==> config.mk <==
export PLATFORM = sky130hd
export DESIGN_NAME = apb_master_bridge
export DESIGN_NICKNAME = d
export VERILOG_FILES = /design/src/rtl/apb_master_bridge.sv
export SDC_FILE = /design/constraint.sdc
export NUM_CORES = 1
export LEC_CHECK = 0
export ABC_AREA = 1
export BUFFER_PORTS_ARGS = -buffer_cell sky130_fd_sc_hd__buf_4
export CAP_MARGIN = 20
export CORE_MARGIN = 2
export CORE_UTILIZATION = 25
export DETAILED_ROUTE_END_ITERATION = 6
export GPL_ROUTABILITY_DRIVEN = 0
export PLACE_DENSITY_LB_ADDON = 0.12
export SLEW_MARGIN = 30
export SYNTH_ARGS = -nofsm -noshare
export SYNTH_HDL_FRONTEND = slang
export SYNTH_SLANG_ARGS = --single-unit
==> constraint.sdc <==
create_clock -name clk_i -period 1.5 [get_ports clk_i]
set_input_delay 0.15 -clock clk_i [delete_from_list [all_inputs] [get_ports clk_i]]
set_output_delay 0.15 -clock clk_i [all_outputs]
set_load 0.01 [all_outputs]
==> src/rtl/apb_master_bridge.sv <==
// rtl/apb_master_bridge.sv - core req/gnt/rvalid port to single APB3 transfers
// One transfer in flight; an ACCESS phase that never sees pready ends with an error after TIMEOUT_CYCLES.
module apb_master_bridge #(
   parameter int APB_ADDR_WIDTH = 32,
   parameter int APB_DATA_WIDTH = 32,
   parameter int TIMEOUT_CYCLES = 256
) (
   input  logic                      clk_i,
   input  logic                      rst_i,
   input  logic                      req_i,
   output logic                      gnt_o,
   input  logic [APB_ADDR_WIDTH-1:0] addr_i,
   input  logic                      we_i,
   input  logic [APB_DATA_WIDTH-1:0] wdata_i,
   output logic                      rvalid_o,
   output logic [APB_DATA_WIDTH-1:0] rdata_o,
   output logic                      err_o,
   output logic [APB_ADDR_WIDTH-1:0] paddr_o,
   output logic [APB_DATA_WIDTH-1:0] pwdata_o,
   output logic                      pwrite_o,
   output logic                      psel_o,
   output logic                      penable_o,
   input  logic [APB_DATA_WIDTH-1:0] prdata_i,
   input  logic                      pready_i,
   input  logic                      pslverr_i
);

   localparam int CW = (TIMEOUT_CYCLES > 0) ? $clog2(TIMEOUT_CYCLES + 1) : 1;
   localparam logic [CW-1:0] TO_LIMIT = CW'(TIMEOUT_CYCLES);

   typedef enum logic [1:0] {
      IDLE,
      SETUP,
      ACCESS,
      RESP
   } state_t;

   state_t                      state_q, state_d;
   logic [CW-1:0]               cnt_q, cnt_d, cnt_inc;
   logic [APB_ADDR_WIDTH-1:0]   paddr_d;
   logic [APB_DATA_WIDTH-1:0]   pwdata_d, rdata_d;
   logic                        pwrite_d, psel_d, penable_d, rvalid_d, err_d;

   assign cnt_inc = cnt_q + CW'(1);

   always_comb begin
      state_d   = state_q;
      cnt_d     = cnt_q;
      paddr_d   = paddr_o;
      pwdata_d  = pwdata_o;
      pwrite_d  = pwrite_o;
      psel_d    = psel_o;
      penable_d = penable_o;
      rvalid_d  = 1'b0;
      rdata_d   = rdata_o;
      err_d     = err_o;
      gnt_o     = 1'b0;
      case (state_q)
         IDLE: begin
            gnt_o = req_i;
            if (req_i) begin
               paddr_d   = addr_i;
               pwdata_d  = wdata_i;
               pwrite_d  = we_i;
               psel_d    = 1'b1;
               penable_d = 1'b0;
               cnt_d     = '0;
               state_d   = SETUP;
            end
         end
         SETUP: begin
            penable_d = 1'b1;
            state_d   = ACCESS;
         end
         ACCESS: begin
            if (pready_i) begin
               psel_d    = 1'b0;
               penable_d = 1'b0;
               rdata_d   = pwrite_o ? '0 : prdata_i;
               err_d     = pslverr_i;
               rvalid_d  = 1'b1;
               state_d   = RESP;
            end else if (TIMEOUT_CYCLES != 0 && cnt_inc == TO_LIMIT) begin
               // this is the last permitted waited ACCESS cycle: abort the hung slave
               psel_d    = 1'b0;
               penable_d = 1'b0;
               rdata_d   = '0;
               err_d     = 1'b1;
               rvalid_d  = 1'b1;
               state_d   = RESP;
            end else if (TIMEOUT_CYCLES != 0) begin
               cnt_d = cnt_inc;
            end
         end
         RESP: begin
            err_d   = 1'b0;
            state_d = IDLE;
         end
         default: state_d = IDLE;
      endcase
   end

   always_ff @(posedge clk_i) begin
      if (rst_i) begin
         state_q   <= IDLE;
         cnt_q     <= '0;
         paddr_o   <= '0;
         pwdata_o  <= '0;
         pwrite_o  <= 1'b0;
         psel_o    <= 1'b0;
         penable_o <= 1'b0;
         rvalid_o  <= 1'b0;
         rdata_o   <= '0;
         err_o     <= 1'b0;
      end else begin
         state_q   <= state_d;
         cnt_q     <= cnt_d;
         paddr_o   <= paddr_d;
         pwdata_o  <= pwdata_d;
         pwrite_o  <= pwrite_d;
         psel_o    <= psel_d;
         penable_o <= penable_d;
         rvalid_o  <= rvalid_d;
         rdata_o   <= rdata_d;
         err_o     <= err_d;
      end
   end

endmodule

**Word level (Yosys, flattened, before mapping)**

Index checks and enable logic that the tools add are counted.
W data, S select, Z words.

- Latch bits: 0
- Memories: 0
- Output and inout port bits: 102
- Word-level logic and storage cells: 56
- Bits in registers: 112
- Bits in read-only memories: 0
- RAM bits: 0
- Input bits: 102

- Add/sub/neg operators: 1
- $mul: 0
- Bitwise operators: 1
- Multiplexer cells: 23
- Divide/modulo/power cells: 0
- Order comparisons: 0
- Shift-type cells: 0
- Equality and inequality tests: 8
- Reduce and logical (&&, ||, !) cells: 13

Operator list:

| cell | number |
|---|---|
| $mux W32 | 3 |
| $mux W9 | 3 |
| $pmux W9 S2 | 1 |
| $add A9 B1 Y9 const B | 1 |
| $eq A9 B9 Y1 const B | 1 |
| $mux W1 | 9 |
| $pmux W2 S4 | 1 |
| $reduce_and A2 Y1 | 4 |
| $mux W2 | 3 |
| $ne A2 B2 Y1 const B | 3 |
| $reduce_and A3 Y1 | 2 |
| $reduce_bool A2 Y1 | 3 |
| $eq A2 B2 Y1 const B | 2 |
| $pmux W1 S2 | 2 |
| $reduce_and A4 Y1 | 1 |
| $ne A3 B3 Y1 const B | 1 |
| $pmux W1 S3 | 1 |
| $reduce_bool A3 Y1 | 1 |
| $eq A2 B1 Y1 const B | 1 |
| $logic_not A2 Y1 | 1 |
| $reduce_or A2 Y1 | 1 |
| $not A1 Y1 | 1 |

**Longest topological paths before layout**

- Depth after elaboration: 5
- Gate-level depth with buffers: 13
- Gate-level depth less buffers: 12

**Least setup slack after synthesis**

Ideal clock, no wire load.

- Path kind: reg-to-reg
- From: register cnt_q[0]
- To: register rdata_o[0]
- Buffers on the path: 1
- Period minus slack after synthesis: 1.680 ns
- Cell stages (with the launch flop): 14
- Setup time: 0.143 ns
- Arrival time: 1.537 ns
- Path slack: -0.180 ns
- Data required time: 1.357 ns
- Path through: dfxtp_1 ha_1 nand2_2 nor2_1 nand2_1 nand2_1 nand2_2 nor2_4 nand4_4 nand2_4 inv_6 buf_12 nand2_4 a21oi_2

- Longest elaborated chain between the ends: 4

Ends and longest elaborated chain:

| item | line | text |
|---|---|---|
| start, declared | 39 | `logic [CW-1:0] cnt_q, cnt_d, cnt_inc;` |
| start signal, assigned | 117 | `cnt_q <= cnt_d;` |
| $add A9 B1 Y9 | 44 | `assign cnt_inc = cnt_q + CW'(1);` |
| $eq A9 B9 Y1 | 83 | `end else if (TIMEOUT_CYCLES != 0 && cnt_inc == TO_LIMIT) begin` |
| $reduce_bool A2 Y1 (no source line) | - |  |
| $reduce_and A2 Y1 (no source line) | - |  |
| end signal, assigned | 124 | `rdata_o <= rdata_d;` |
| end, declared | 16 | `output logic [APB_DATA_WIDTH-1:0] rdata_o,` |

No other way between the ends.
A chain may end at the register's enable or synchronous reset.

**Worst setup path after layout**

- From: register cnt_q[1]
- To: register rdata_o[27]

Same word-level chain as after synthesis.

==> results by group <==
Run status
  – Status: complete, but fails checks
  – Violated checks: setup timing

Synthesis
  – Syn avg cell area: 8.05 um2
  – Post-synth EDFFs: 0
  – Post-Syn Area: about 4700 um2
  – Ys async rst share: 0%
  – Ys flop type: dfxtp_1
  – Post-synthesis cell count: roughly 600
  – Ys Warns: 0
  – Sequential fraction of the synthesis area: between 40% and 50%
  – Register bit total from synthesis: approximately 110
  – Largest cells by area after synthesis: dfxtp_1, nor2_1, nand2_4
  – Main combinational cell family by area after synthesis: simple AND/OR/NAND/NOR gates
  – Area leader, netlist: dfxtp_1
  – Area share of and/or/nand/nor cells after synthesis: ~30%
  – Mux contribution to synthesized area: 0%
  – Most frequent cell after synthesis: nor2_1
  – Synth top area share: between 40% and 50%
  – Synth Net Count: around 700
  – Synth Area in Compound Gates: between 10 and 15%
  – Distinct cell type count of the synthesized netlist: 27
  – XOR/XNOR Fraction of Synth Area: less than 1%
  – Synth Area in Adders: approximately 1.3%
  – Commonest cells in the netlist: nor2_1, dfxtp_1, nand2_1, o21ai_0

Power and ir drop
  – Pwr dens: roughly 1200 nW/um2
  – Leakage: roughly 3.2 nW
  – Peak VDD IR: approximately 570 uV
  – PnR Total Power: 8.52 mW

Finish
  – Layout cells sized above 1: 45.5%
  – Final Net Count: ~900
  – # diodes: 0
  – Util after Layout: between 30% and 40%
  – Area Growth Syn to Fin: 54.1%

Timing
  – Final Slew Violations: 0
  – Clock Skews: between 0.008 and 0.009 ns
  – Final setup margin: -0.228 ns
  – Final Setup Violations: between 40 and 50
  – Final Hold Slack: between 0.02 and 0.025 ns
  – RSZ-0062 raised after global routing: true
  – Final Hold Fails: 0
  – Slew HR: 74.1%
  – Worst-Margin Slew: between 0.3 and 0.4 ns
  – Min cycle time layout: between 1.5 and 2 ns
  – Highest clock rate: around 580 MHz
  – Period utilisation layout: 115%

Place
  – Post-Place Setup Slack: -0.434 ns
  – Port bufs: 203
  – HPWL Detailed: between 10 and 15 mm

Detailed routing
  – 1st-iter DRT viols: around 180
  – Via count: 4539
  – Antenna Nets Post-Route: 0
  – Post-Route WL: around 15 mm
  – Vias per cell: around 4.4
  – Drt wl/cell: 14.0 um
  – DRC Markers: 0
  – Drt pass-1 iters: 4

Die
  – Core area: ~19000 um2
  – Die W: about 140 um
  – Die Y: 141 um
  – Row cnt: 50
  – Full die area: 19900 um2
  – I/O pin cnt: approximately 200
  – Initial Util: between 20% and 30%

Global routing
  – Largest net degree at the start of global routing: 48
  – Initial antenna violation count: 0
  – All-layer global routing usage: 14.1%
  – Number of global-route vias before repair: around 4500
  – First-pass GRT wire length: roughly 22 mm
  – Remaining Overflow, GRT: 0

Setup path
  – Peak per-stage delay on the critical path: about 0.37 ns
  – Crit path DAT: just under 2 ns
  – CP Capture Type: flop
  – CP Max Fanout: 33
  – Worst Path Class, Setup: reg -> reg
  – R2R Path End: rdata_o[27]$_SDFFE_PP0P_
  – Buffers & Inverters on Critical Path: 1
  – Reg2reg path depth: 12
  – Worst setup SP type: flop
  – CP max stage cell: dfxtp_4
  – Worst EP required: 1.74 ns
  – Internal reg-to-reg setup slack: -0.23 ns
  – Critical R2R Launch: cnt_q[1]$_SDFFE_PP0P_
  – Critical path cell sequence: ha_4 -> nand2_4 -> nor2_4 -> nand2_1 -> nand2_2 -> nand2_2 -> nor2_4 -> nand4_4 -> nand2_4 -> inv_16 -> nand2_1 -> a21oi_1
  – Top delay family on crit path: simple AND/OR/NAND/NOR gates

Min path
  – Hold path cells: 3
  – Hold endpoint: pwdata_o[10]$_SDFFE_PP0P_
  – Hold Path Class: in -> reg
  – Worst hold start: wdata_i[10]

CTS
  – CTS tree: done
  – Longest Clk Path Bufs: 2
  – Hold Buf Count CTS: 0
  – Clk slew on worst S/H paths: roughly 0.080 ns
  – Root Buffer: clkbuf_16
  – Worst skew pair latency: 0.36 ns
  – H-tree depth: 3
  – Inserted Clock Buffers: 9
  – CTS Sinks: 112

Run
  – Maxcap violations: 0
-- through the flow --
step / cells / area (um2) / setup TNS (ns)
final: 1041 / 7230 / -9.10
after global routing: 1041 / 7230 / -15.05
after CTS: 1037 / 7040 / -10.04
after detailed placement: 1016 / 6650 / -16.65
after global placement: 1016 / 6650 / -13.85
after floorplan: 583 / 4740 / -4.48
-- where the power goes --
group	internal [mW]	total [mW]	switching, mW
Combinational	1.28	2.59	1.31
Sequential	3.33	3.57	0.236
Clock	1.19	2.36	1.17
-- how the worst max path moves through the flow --
stage	startpoint	end	slack (ns)	cells after the start
3_5_place_dp	cnt_q[1]$_SDFFE_PP0P_	rdata_o[27]$_SDFFE_PP0P_	-0.43	11
2_1_floorplan	cnt_q[1]$_SDFFE_PP0P_	rdata_o[0]$_SDFFE_PP0P_	-0.15	13
6_report	cnt_q[1]$_SDFFE_PP0P_	rdata_o[27]$_SDFFE_PP0P_	-0.23	12
5_1_grt	cnt_q[1]$_SDFFE_PP0P_	cnt_q[0]$_SDFFE_PP0P_	-0.36	13
3_3_place_gp	cnt_q[1]$_SDFFE_PP0P_	rdata_o[31]$_SDFFE_PP0P_	-0.36	11
4_1_cts	cnt_q[0]$_SDFFE_PP0P_	cnt_q[1]$_SDFFE_PP0P_	-0.24	13
-- cell type report --
cell class                 count  area (um2)
fill                        1930       11300
multi-input combinational    408        2280
sequential                   112        2250
timing repair buffer         243        2000
tap                          234         293
clock buffer                  11         243
inverter                      28         129
clock inverter                 5        41.3
-- state kept, by name, summed over array words and instances (netlist names) --
name / count
psel_o: 1
pwdata_o: 32
state_q: 2
rvalid_o: 1
penable_o: 1
paddr_o: 32
rdata_o: 32
pwrite_o: 1
err_o: 1
cnt_q: 9
-- layout by cell type (no fill, tap or decap) --
cell,Yosys,routed
a21boi_0,1,1
a21oi_1,10,9
a21oi_2,29,30
buf_12,3,7
buf_4,0,225
buf_6,1,7
buf_8,0,1
clkbuf_1,30,1
clkbuf_16,0,12
clkbuf_8,0,1
clkinv_2,0,1
clkinv_4,0,2
clkinvlp_4,0,1
dfxtp_1,112,107
dfxtp_2,0,4
dfxtp_4,0,1
ha_1,5,2
ha_2,0,1
ha_4,0,2
inv_1,26,22
inv_16,0,1
inv_2,1,4
inv_8,0,2
nand2_1,86,82
nand2_2,3,5
nand2_4,30,32
nand3_1,11,9
nand3_2,1,3
nand3_4,0,1
nand3b_1,1,1
nand4_1,9,9
nand4_4,1,1
nor2_1,144,130
nor2_2,4,17
nor2_4,2,3
o21ai_0,67,45
o21ai_1,2,21
o21ai_2,0,3
xor2_1,1,1
-- kinds of logic after synthesis --
| kind of cell | count (synthesis) |
|---|---|
| adders and majority gates | 5 |
| and+or+nand+nor | 292 |
| DFF | 112 |
| xor gates and xnor gates | 1 |
| AOI/OAI and AO/OA | 109 |
| buffers and inverters | 64 |
-- what timing repair did --
action                     CTS  global route
gates resized for setup     21            54
setup buffers                4             0
gates cloned                 1             4
setup endpoints to repair   99           113
pin swaps                    6             2
-- worst reg2reg max path, delay by kind of cell, from the launching register on --
family,cells,cell delay [ns]
AND/OR/NAND/NOR,9,0.91
flip-flops,1,0.37
adder cells (fa/ha/maj),1,0.15
buffers and inverters,1,0.12
AO/OA/AOI/OAI,1,0.06
-- layer usage --
metal  track usage, %  vias to the layer above  share of wire, %
li1                 -                     2289                 -
met1             17.1                     2101                43
met2             22.7                      130                47
met3             4.99                       19               7.7
met4             6.00                        0               1.9
met5                0                        -                 0
Note: power is estimated with default switching activity, not from simulation.
